### src/rtl/game_flow_ctrl.sv
// game_flow_ctrl: top-level game sequencer for Asteroids.
// Owns the title zoom, level start, death/respawn, level-clear and game-over
// phases. All timing is counted in frames (vsync_pulse_i ticks), so the
// behaviour does not depend on the pixel clock rate.
// Optional feature macro: GAME_FLOW_AUTO_RESTART_EN. When defined, OVER
// returns to TITLE after GAMEOVER_FRAMES frames or on a Start press.
// When undefined, OVER is terminal until reset.
module game_flow_ctrl #(
  parameter int TITLE_FRAMES    = 256,
  parameter int READY_FRAMES    = 255,
  parameter int RESPAWN_FRAMES  = 120,
  parameter int INVULN_FRAMES   = 90,
  parameter int CLEAR_FRAMES    = 90,
  parameter int GAMEOVER_FRAMES = 600,
  parameter int LEVEL_W         = 4
) (
  input  logic               clk_i,
  input  logic               rst_i,
  input  logic               vsync_pulse_i,
  input  logic               start_btn_i,
  input  logic               die_i,
  input  logic               level_clear_i,
  input  logic               lives_zero_i,
  output logic [2:0]         state_o,
  output logic               title_en_o,
  output logic [7:0]         title_scale_o,
  output logic               game_begin_o,
  output logic               new_level_o,
  output logic [LEVEL_W-1:0] level_o,
  output logic               ship_en_o,
  output logic               respawn_o,
  output logic               invuln_o,
  output logic               game_over_o
);

  localparam logic [2:0] S_TITLE = 3'd0;
  localparam logic [2:0] S_READY = 3'd1;
  localparam logic [2:0] S_PLAY  = 3'd2;
  localparam logic [2:0] S_DEAD  = 3'd3;
  localparam logic [2:0] S_CLEAR = 3'd4;
  localparam logic [2:0] S_OVER  = 3'd5;

  localparam logic [9:0] TITLE_LAST   = 10'(TITLE_FRAMES - 1);
  localparam logic [9:0] READY_LAST   = 10'(READY_FRAMES - 1);
  localparam logic [9:0] RESPAWN_LAST = 10'(RESPAWN_FRAMES - 1);
  localparam logic [9:0] CLEAR_LAST   = 10'(CLEAR_FRAMES - 1);
  localparam logic [9:0] INVULN_LOAD  = 10'(INVULN_FRAMES);
`ifdef GAME_FLOW_AUTO_RESTART_EN
  localparam logic [9:0] GAMEOVER_LAST = 10'(GAMEOVER_FRAMES - 1);
`endif

  localparam logic [LEVEL_W-1:0] LEVEL_ONE = {{(LEVEL_W-1){1'b0}}, 1'b1};
  localparam logic [LEVEL_W-1:0] LEVEL_MAX = {LEVEL_W{1'b1}};

  logic [2:0]         state_q, state_d;
  logic [9:0]         frameCnt_q, frameCnt_d;
  logic [9:0]         invulnCnt_q, invulnCnt_d;
  logic [LEVEL_W-1:0] level_q, level_d;
  logic               gameBegin_q, gameBegin_d;
  logic               newLevel_q, newLevel_d;
  logic               respawn_q, respawn_d;
  logic [7:0]         titleScale_q, titleScale_d;
  logic               titleEn_q, shipEn_q, gameOver_q;
  logic               startPrev_q;
  logic               startEdge;

  assign startEdge = start_btn_i & ~startPrev_q;

  // Next-state logic: phase transitions, level/invulnerability bookkeeping
  // and the one-cycle pulses that accompany each transition.
  always_comb begin
    state_d      = state_q;
    level_d      = level_q;
    gameBegin_d  = gameBegin_q;
    newLevel_d   = 1'b0;
    respawn_d    = 1'b0;
    invulnCnt_d  = invulnCnt_q;
    if (vsync_pulse_i && (invulnCnt_q != 10'd0)) begin
      invulnCnt_d = invulnCnt_q - 10'd1;
    end

    case (state_q)
      S_TITLE: begin
        if (startEdge || (vsync_pulse_i && (frameCnt_q == TITLE_LAST))) begin
          state_d = S_READY;
        end
      end
      S_READY: begin
        if (vsync_pulse_i && (frameCnt_q == READY_LAST)) begin
          state_d     = S_PLAY;
          gameBegin_d = 1'b1;
          newLevel_d  = 1'b1;
        end
      end
      S_PLAY: begin
        if (die_i && (invulnCnt_q == 10'd0)) begin
          state_d = S_DEAD;
        end else if (level_clear_i) begin
          state_d = S_CLEAR;
        end
      end
      S_DEAD: begin
        if (vsync_pulse_i && (frameCnt_q == RESPAWN_LAST)) begin
          if (lives_zero_i) begin
            state_d = S_OVER;
          end else begin
            state_d     = S_PLAY;
            respawn_d   = 1'b1;
            invulnCnt_d = INVULN_LOAD;
          end
        end
      end
      S_CLEAR: begin
        if (vsync_pulse_i && (frameCnt_q == CLEAR_LAST)) begin
          state_d    = S_PLAY;
          newLevel_d = 1'b1;
          if (level_q != LEVEL_MAX) begin
            level_d = level_q + LEVEL_ONE;
          end
        end
      end
      S_OVER: begin
`ifdef GAME_FLOW_AUTO_RESTART_EN
        if (startEdge || (vsync_pulse_i && (frameCnt_q == GAMEOVER_LAST))) begin
          state_d     = S_TITLE;
          gameBegin_d = 1'b0;
          level_d     = LEVEL_ONE;
        end
`endif
      end
      default: begin
        state_d = S_TITLE;
      end
    endcase
  end

  // Frame counter restarts on every phase change so each phase times itself
  // from zero; the title zoom follows the counter only while in TITLE.
  always_comb begin
    frameCnt_d = frameCnt_q;
    if (state_d != state_q) begin
      frameCnt_d = 10'd0;
    end else if (vsync_pulse_i) begin
      frameCnt_d = frameCnt_q + 10'd1;
    end
    titleScale_d = titleScale_q;
    if (state_d == S_TITLE) begin
      titleScale_d = frameCnt_d[7:0];
    end
  end

  // State and registered outputs. The start edge detector resets high so a
  // button already held when reset releases does not count as a press.
  always_ff @(posedge clk_i) begin
    if (rst_i) begin
      state_q      <= S_TITLE;
      frameCnt_q   <= 10'd0;
      invulnCnt_q  <= 10'd0;
      level_q      <= LEVEL_ONE;
      gameBegin_q  <= 1'b0;
      newLevel_q   <= 1'b0;
      respawn_q    <= 1'b0;
      titleScale_q <= 8'd0;
      titleEn_q    <= 1'b1;
      shipEn_q     <= 1'b0;
      gameOver_q   <= 1'b0;
      startPrev_q  <= 1'b1;
    end else begin
      state_q      <= state_d;
      frameCnt_q   <= frameCnt_d;
      invulnCnt_q  <= invulnCnt_d;
      level_q      <= level_d;
      gameBegin_q  <= gameBegin_d;
      newLevel_q   <= newLevel_d;
      respawn_q    <= respawn_d;
      titleScale_q <= titleScale_d;
      titleEn_q    <= (state_d == S_TITLE);
      shipEn_q     <= (state_d == S_PLAY);
      gameOver_q   <= (state_d == S_OVER);
      startPrev_q  <= start_btn_i;
    end
  end

  assign state_o       = state_q;
  assign title_en_o    = titleEn_q;
  assign title_scale_o = titleScale_q;
  assign game_begin_o  = gameBegin_q;
  assign new_level_o   = newLevel_q;
  assign level_o       = level_q;
  assign ship_en_o     = shipEn_q;
  assign respawn_o     = respawn_q;
  assign invuln_o      = (invulnCnt_q != 10'd0);
  assign game_over_o   = gameOver_q;

endmodule

### config.mk
export PLATFORM = sky130hd
export DESIGN_NAME = game_flow_ctrl
export DESIGN_NICKNAME = d
export VERILOG_FILES = /design/src/rtl/game_flow_ctrl.sv
export SDC_FILE = /design/constraint.sdc
export NUM_CORES = 1
export LEC_CHECK = 0
export ABC_AREA = 1
export CAP_MARGIN = 20
export CORE_MARGIN = 1.5
export CORE_UTILIZATION = 45
export DETAILED_ROUTE_END_ITERATION = 8
export PLACE_DENSITY_LB_ADDON = 0.2
export SLEW_MARGIN = 20
export SYNTH_ARGS = -nofsm -noshare
export SYNTH_HDL_FRONTEND = slang
export SYNTH_SLANG_ARGS = --single-unit
### constraint.sdc
create_clock -name clk_i -period 1.71 [get_ports clk_i]
set_clock_uncertainty 0.15 [all_clocks]
set_input_delay 0.342 -clock clk_i [delete_from_list [all_inputs] [get_ports clk_i]]
set_output_delay 0.342 -clock clk_i [all_outputs]
set_load 0.05 [all_outputs]
# After elaboration in Yosys (flattened, before gate mapping)
# Cells that the tools add are included.
[totals] reg_bits=42 in_bits=7 output_inout_bits=22 wordCells=66
[classes] add_sub_neg=3 n_eq_ne=13 muxes=18 n_bitwise=4 n_reduce_logical=15
[ops] op="two-way mux 10 bit" count=4
[ops] op="two-way mux 3 bit" count=7
[ops] op="== test 10 x 7 -> 1 bit (second input constant)" count=2
[ops] op="== test 10 x 8 -> 1 bit (second input constant)" count=2
[ops] op="one-hot mux 3 bit (6 select lines)" count=1
[ops] op="two-way mux 8 bit" count=2
[ops] op="adder 10 x 1 -> 10 bit (second input constant)" count=1
[ops] op="zero test 10 bit" count=1
[ops] op="nonzero test 10 bit" count=1
[ops] op="subtractor 10 x 1 -> 10 bit (second input constant)" count=1
[ops] op="== test 3 x 2 -> 1 bit (second input constant)" count=3
[ops] op="== test 3 bit (second input constant)" count=3
[ops] op="logical AND 1 bit" count=6
[ops] op="zero test 3 bit" count=2
[ops] op="adder 4 x 1 -> 4 bit (second input constant)" count=1
[ops] op="inequality test 4 bit (second input constant)" count=1
[ops] op="== test 3 x 1 -> 1 bit (second input constant)" count=1
[ops] op="two-way mux 1 bit" count=3
[ops] op="inequality test 3 bit" count=1
[ops] op="NOT 1 bit" count=3
[ops] op="AND reduction 3 bit" count=1
[ops] op="OR reduction 3 bit" count=1
[ops] op="one-hot mux 1 bit (2 select lines)" count=1
[ops] op="AND reduction 2 bit" count=1
[ops] op="other kinds (3)" count=3

# Depth between registers and ports, before layout
# Gate-level depths: netlist of run 1.
[depth] word_depth=7 depth_mapped=15 depth_no_buf=15

# Least setup slack after synthesis of run 1
# No wires, ideal clock.
[synth_timing] kind="register to register" from="register state_q[2] (netlist: state_o[2])" to="register titleScale_q[7] (netlist: title_scale_o[7])" setup_time_ns=0.114 arrival_time_ns=1.847 t_required_ns=1.446 setup_slack_ns=-0.401 path_stages_with_launch=12 n_path_buf=1 cell_sequence="dfxtp_1 -> buf_6 -> nor3b_1 -> nand3_1 -> nand2_1 -> nor2_1 -> nand3_1 -> nand2_2 -> nand3_4 -> nor2_4 -> nand2_1 -> nand2_1"
[synth_between] elab_chain_len=5 word_cells_on_any_way=16 cone_classes="eq/ne (6); mux (8); reduce/logical (2)"
[synth_rtl] element="from (decl)" line="55" text="logic [2:0] state_q, state_d;"
[synth_rtl] element="from (signal assigned)" line="169" text="state_q <= state_d;"
[synth_rtl] element="two-way mux 3 bit" line="98" text="end else if (level_clear_i) begin"
[synth_rtl] element="two-way mux 3 bit" line="96" text="if (die_i && (invulnCnt_q == 10'd0)) begin"
[synth_rtl] element="one-hot mux 3 bit (6 select lines)" line="82" text="case (state_q)"
[synth_rtl] element="inequality test 3 bit" line="141" text="if (state_d != state_q) begin"
[synth_rtl] element="two-way mux 8 bit" line="141"
[synth_rtl] element="to (signal assigned)" line="176" text="titleScale_q <= titleScale_d;"
[synth_rtl] element="to (decl)" line="62" text="logic [7:0] titleScale_q, titleScale_d;"
# Parallel ways exist; a longest one is shown, timed or not.
# A chain may end at the register's enable or synchronous reset.

# Final worst setup path of run 1
[layout_timing] from="register invulnCnt_q[0]" to="output invuln_o"
[layout_between] elab_chain_len=1
[layout_rtl] element="from (decl)" line="57" text="logic [9:0] invulnCnt_q, invulnCnt_d;"
[layout_rtl] element="from (signal assigned)" line="171" text="invulnCnt_q <= invulnCnt_d;"
[layout_rtl] element="nonzero test 10 bit" line="192" text="assign invuln_o = (invulnCnt_q != 10'd0);"
[layout_rtl] element="to (decl)" line="32" text="output logic invuln_o,"
# No other way between the ends.

==> results.md, run 1 <==
- Nets: slightly below 400
- Layout cell share with drive strength beyond 1: 0.475
- Hold Slack: 0.341 ns
- Seq/Total Area, Yosys: 0.377
- Fmax: 502 MHz
- Slew margin rel.: 0.715
- Post-layout min period: 1.99 ns
- Number of H-tree levels: 2
- Setup WS pre-CTS: -0.645 ns
- TritonRoute pass-1 iters: 4
- Final period util: 1.17
- Global route total overflow: 0
- Post-synth EDFFs: 0
- Max incr delay on CP: between 0.3 and 0.4 ns
- Setup crit start kind: flop
- Fin. Hold Viols: 0
- CTS Buf Count: 5
- Post-Syn Nets: 306
- Min setup slack post-route: -0.284 ns
- WL/cell: 12.2 microns
- Finished Layout Cells: 450
- CTS Buffer Depth: 2
- Clk_lat worst skew: roughly 0.29 ns
- CP most frequent cell: buf_6
- Post-Syn Area per Cell: about 7.6 sq um
- Fill cells: between 300 and 400
- Detail Placement HPWL: roughly 3800 microns
- Overall routing resource usage: 0.216
- Final setup viols: 33
- Clock-pin slew on the worst setup and hold paths: approximately 0.080 ns
- Sequential cell area: between 800 and 900 sq um
- CTS tree: done
- Critical Path Fanout Max: 3
- Cells after synthesis: approximately 290
- P per Cell Area: 1110 mW/mm^2
- DR vias: around 2,100
- Max-Cap Viols: 0
- Critical Path AT: approximately 1.5 ns
- Kind of critical path: flop to primary output
- Mapped Area: between 0.002 and 0.0025 sq mm
- Peak supply drop: 1640 uV
- Crit path buf inv count: 4
- Vias in the first global route: ~2,000
- GP Congestion: around 0.87
- Multi-input logic area: roughly 0.0014 sq mm
- Post-Place Cells: roughly 430
- Netlist cell types: 38
- Failing checks: setup timing
- Routed Antenna Nets: 0
- Cell Chain, Critical Path: inv_2 -> ha_4 -> nand3b_1 -> nor2_4 -> buf_6 -> nand2_4 -> buf_6 -> buf_12
- Total power: ~0.0040 W
- Initial antenna violation count: 0
- Slowest CP cell: dfxtp_2
- Worst-margin pin slew: about 0.42 ns
- P&R area growth vs syn: 61.5%
- Root Driver: clkbuf_8
- CORE AREA: about 0.0048 sq mm
- First-pass GRT wire length: 8900 microns
- Final wirelength: 5500 microns
- Die Wd: 73.4 microns
- Hold WC Path Type: flop to flop
- Initial Util: 0.469
- Num ports: 29
- FP Rows: 25
- Status: complete, but fails checks
- DRC Markers: 0
- Setup crit end kind: primary output
- Count of final max-slew check failures: 0
- Iter 0 DRT Violations: a little over 70
- Seq cells post-synth: 42
- Ant diodes: 0
- Static leakage: approximately 1.7 nW
- Asr flop ratio synth: 0
- Sink Count: 42
- Largest net degree at the start of global routing: 13
- WP data required: between 1 and 1.5 ns
- RSZ-0062 raised after global routing: true
- Crit-path leading delay family: buffers and inverters
- Ys Warns: 0
- Dominant synthesized flop cell: dfxtp_1
- I/O Buffers: 28
- Die footprint: 0.00539 sq mm
- DR vias/cell: about 4.8
- Die Height: about 73 microns
## layout make-up
class                   instances  area share
repair buffers                 86       0.260
inverters                      56      0.0584
multi-input cells             192       0.395
flip-flops and latches         42       0.239
clock buffers                   7      0.0240
well taps                      67      0.0233
## worst reg2reg max path: cells and delay by family, from the launching register on
| family | cells | cell delay [ns] |
|---|---|---|
| buffers and inverters | 2 | 0.26 |
| adders and majority gates | 1 | 0.15 |
| and+or+nand+nor | 8 | 0.81 |
| DFF | 1 | 0.41 |
| AOI/OAI and AO/OA | 1 | 0.06 |
## metal layers
layer  global-route usage  up-vias  wire [microns]
li1                     -     1102               -
met5                    0        -               0
met3               0.0425       13             197
met1                0.292      977            2510
met4               0.0782        0             142
met2                0.341       51            2650
## synthesized netlist by cell type, types with 3 or more instances
cell type	number	area, sq um
inv_1	50	188
nand2_1	44	165
dfxtp_1	42	841
nor2_1	29	109
nand2_2	13	81.3
nand3_1	13	65.1
nand4_1	12	75.1
xor2_1	12	105
nor3_1	8	40.0
a21oi_1	7	35.0
a21oi_2	7	61.3
o21ai_0	7	35.0
ha_1	6	75.1
inv_2	5	18.8
nor2_2	5	31.3
nor2_4	5	56.3
xnor2_1	3	26.3
## power breakdown
part	internal, W	switching (W)
Sequential	0.00111	0.0000802
Combinational	0.00109	0.00106
Clock	0.000320	0.000322
## cells by family (layout without fill, tap and decap cells)
logic type,after synthesis,in the layout,share of synthesized area
compound gates,26,26,0.0763
xor+xnor,15,15,0.0589
fa+ha+maj,6,6,0.0337
buf+inv,60,149,0.106
flops,42,42,0.377
simple gates,144,145,0.348
## flip-flops by register name, summed over array words and instances, names as in the netlist, 3 cells and up
name           count
title_scale_o      8
frameCnt_q        10
state_o            3
level_o            4
invulnCnt_q       10
## what timing repair did
| action | 4_1_cts | 5_1_grt |
|---|---|---|
| gates resized for setup | 32 | 28 |
| pin swaps | 29 | 36 |
| endpoints found under the setup margin | 39 | 40 |
| hold buffers | 0 | 0 |
| cloned | 1 | 0 |
| buffers inserted | 7 | 6 |
## path summary, 6_finish.rpt
kind / startpoint / endpoint / slack (ns) / cells after the start
setup / recovery: invulnCnt_q[0] / invuln_o / -0.28 / 8
hold / removal: game_begin_o / game_begin_o / 0.34 / 2
setup reg to reg: frameCnt_q[0] / title_scale_o[0] / -0.23 / 12
hold reg to reg: game_begin_o / game_begin_o / 0.34 / 2
## cell usage in the layout, fill, tap and decap left out, types with 2 or more instances in the layout
cell type         n
nor3_2            5
o21ai_1           3
a21oi_2           8
dfxtp_2           3
dfxtp_4           4
nor2_1           23
nand3_4           4
buf_6            14
nand2_2          15
ha_4              3
inv_1            43
dfxtp_1          35
o21ai_0           3
nand2_1          35
buf_4            48
buf_12           18
a21oi_1           6
o21ai_2           2
nand3_2           6
nor3_1            3
nor2_2            5
ha_1              2
inv_2            12
clkbuf_8          6
nand3_1           8
nor2_4           11
nor3_4            2
xor2_1           12
nand2_4           8
nand4_1          12
xnor2_1           2
clkdlybuf4s50_1   5
## through the flow
stage	setup TNS [ns]	utilization	instance area, sq um
after floorplan	-0.710	-	2350
after global placement	-16.69	0.680	3230
after detailed placement	-18.19	0.680	3230
after CTS	-4.46	0.731	3480
after global routing	-8.32	0.757	3600
final	-4.31	0.757	3600
No activity file was read; power rests on OpenSTA's default activity.
==> run 2: changes to the inputs <==
- CORE_ASPECT_RATIO: unset -> 0.6
==> run 2 against run 1 <==
- the run still ends with setup timing left
- register-to-register slack got worse by 0.02 ns
- design area grew 1.1%
- critical endpoint is now title_scale_o[1]
- clock power rose by 6.2%
- sequential share of layout area is essentially flat
- combinational power down 5%
==> results.md, run 2 (same netlist as run 1, synthesis figures left out) <==
- Slew margin rel.: 0.779
- GP Congestion: 0.866
- Vias in the first global route: roughly 2,100
- Post-layout min period: 1.96 ns
- DR vias: about 2,200
- Initial antenna violation count: 0
- CTS Buf Count: 5
- TritonRoute pass-1 iters: 4
- Final period util: 1.14
- WP data required: 1.82 ns
- WL/cell: between 10 and 15 microns
- CORE AREA: roughly 0.0047 sq mm
- Failing checks: setup timing
- Root Driver: clkbuf_8
- Final setup viols: 34
- I/O Buffers: 28
- Routed Antenna Nets: 0
- Die footprint: around 0.0054 sq mm
- Fmax: just over 500 MHz
- RSZ-0062 raised after global routing: true
- Fill cells: between 300 and 400
- Max-Cap Viols: 0
- Final wirelength: approximately 6000 microns
- Clock-pin slew on the worst setup and hold paths: about 0.090 ns
- Clk_lat worst skew: slightly above 0.3 ns
- Commonest non-fill, non-tap cell in the layout: buf_4
- Crit path buf inv count: 2
- Hold WC Path Type: flop to flop
- Die Height: roughly 58 microns
- Num ports: 29
- Static leakage: 1.69 nW
- Ant diodes: 0
- Commonest non-fill, non-tap cells in the layout: 53 x buf_4, 42 x inv_1, 37 x nand2_1
- Count of final max-slew check failures: 0
- Overall routing resource usage: 0.242
- P&R area growth vs syn: 63.2%
- Post-Place Cells: 433
- Setup crit start kind: flop
- CTS tree: done
- Initial Util: 0.479
- Status: complete, but fails checks
- Peak supply drop: 1000 uV
- Worst-margin pin slew: roughly 0.33 ns
- Max incr delay on CP: ~0.38 ns
- Number of H-tree levels: 2
- Slowest CP cell: dfxtp_4
- P per Cell Area: about 1100 mW/mm^2
- Critical Path Fanout Max: 8
- Hold buffer count at cts: 0
- Crit-path leading delay family: simple AND/OR/NAND/NOR gates
- DR vias/cell: just under 5
- First-pass GRT wire length: between 9000 and 10,000 microns
- Largest net degree at the start of global routing: 19
- Total power: 0.00392 W
- Iter 0 DRT Violations: 96
- Fin. Hold Viols: 0
- Die Wd: ~94 microns
- Nets: between 300 and 400
- Global route total overflow: 0
- Layout cell share with drive strength beyond 1: 0.488
- Setup crit end kind: flop
- Finished Layout Cells: between 400 and 500
- Detail Placement HPWL: between 4000 and 5000 microns
- Cell Chain, Critical Path: inv_2 -> ha_2 -> inv_2 -> nor3_2 -> nand3_1 -> nand2_1 -> nand2_2 -> nor2_4 -> nand2_2 -> nand2_4 -> nand4_1 -> a21oi_2
- FP Rows: 19
- Critical Path AT: about 2.1 ns
- DRC Markers: 0
- CTS Buffer Depth: 2
- Sink Count: 42
- Min setup slack post-route: -0.246 ns
- Kind of critical path: flop to flop
-- run 2: changes by cell type in the layout (fill, tap and decap cells not counted), sizes merged --
cell / delta
buf: +3
clkbuf: -2
clkinvlp: +1
inv: +2
-- run 2: final timing paths --
path / start / end / slack (ns) / cells after the start
max: frameCnt_q[0] / title_scale_o[1] / -0.25 / 12
min: game_begin_o / game_begin_o / 0.35 / 2
min reg2reg: game_begin_o / game_begin_o / 0.35 / 2
max reg2reg: frameCnt_q[0] / title_scale_o[1] / -0.25 / 12
-- run 2: area by class of cell --
| class | instances | area, sq um | share of cell area |
|---|---|---|---|
| inverter | 56 | 213 | 0.0584 |
| timing repair buffer | 89 | 978 | 0.269 |
| clock buffer | 5 | 68.8 | 0.0189 |
| tap | 63 | 78.8 | 0.0217 |
| sequential | 42 | 868 | 0.239 |
| clock inverter | 3 | 22.5 | 0.00619 |
| multi-input combinational | 192 | 1410 | 0.387 |
-- run 2: what timing repair did --
item	CTS	global route
cloned	1	0
gates resized for setup	30	28
endpoints found under the setup margin	36	40
pin swaps	29	18
setup buffers	8	1
-- run 2: through the flow --
| stage | area [sq um] | util | hold WS, ns | setup TNS (ns) | setup WS [ns] |
|---|---|---|---|---|---|
| 2_1_floorplan | 2350 | - | 0.284 | -0.710 | -0.0744 |
| 5_1_grt | 3640 | 0.781 | 0.379 | -7.77 | -0.356 |
| 3_3_place_gp | 3290 | 0.706 | 0.313 | -16.66 | -0.581 |
| 6_report | 3640 | 0.781 | 0.353 | -3.87 | -0.246 |
| 4_1_cts | 3540 | 0.760 | 0.331 | -3.28 | -0.218 |
| 3_5_place_dp | 3290 | 0.706 | 0.318 | -18.08 | -0.669 |
-- run 2: tightest hold or removal path, stage by stage (launching register included) --
cell     delay (ns)
dfxtp_1        0.34
inv_1          0.06
a21oi_1        0.06
-- run 2: power by group --
group | internal, W | switching, W | leakage [nW]
clock | 0.000293 | 0.000389 | 0.0451
combinational | 0.000997 | 0.00105 | 1.30
sequential | 0.00111 | 0.0000870 | 0.349
-- run 2: layer usage --
metal  wire [microns]  up-vias  GRT usage
met5                0        -          0
met4               77        0     0.0874
met3              272        9     0.0480
met2             2840       52      0.402
met1             2770     1001      0.315
li1                 -     1114          -
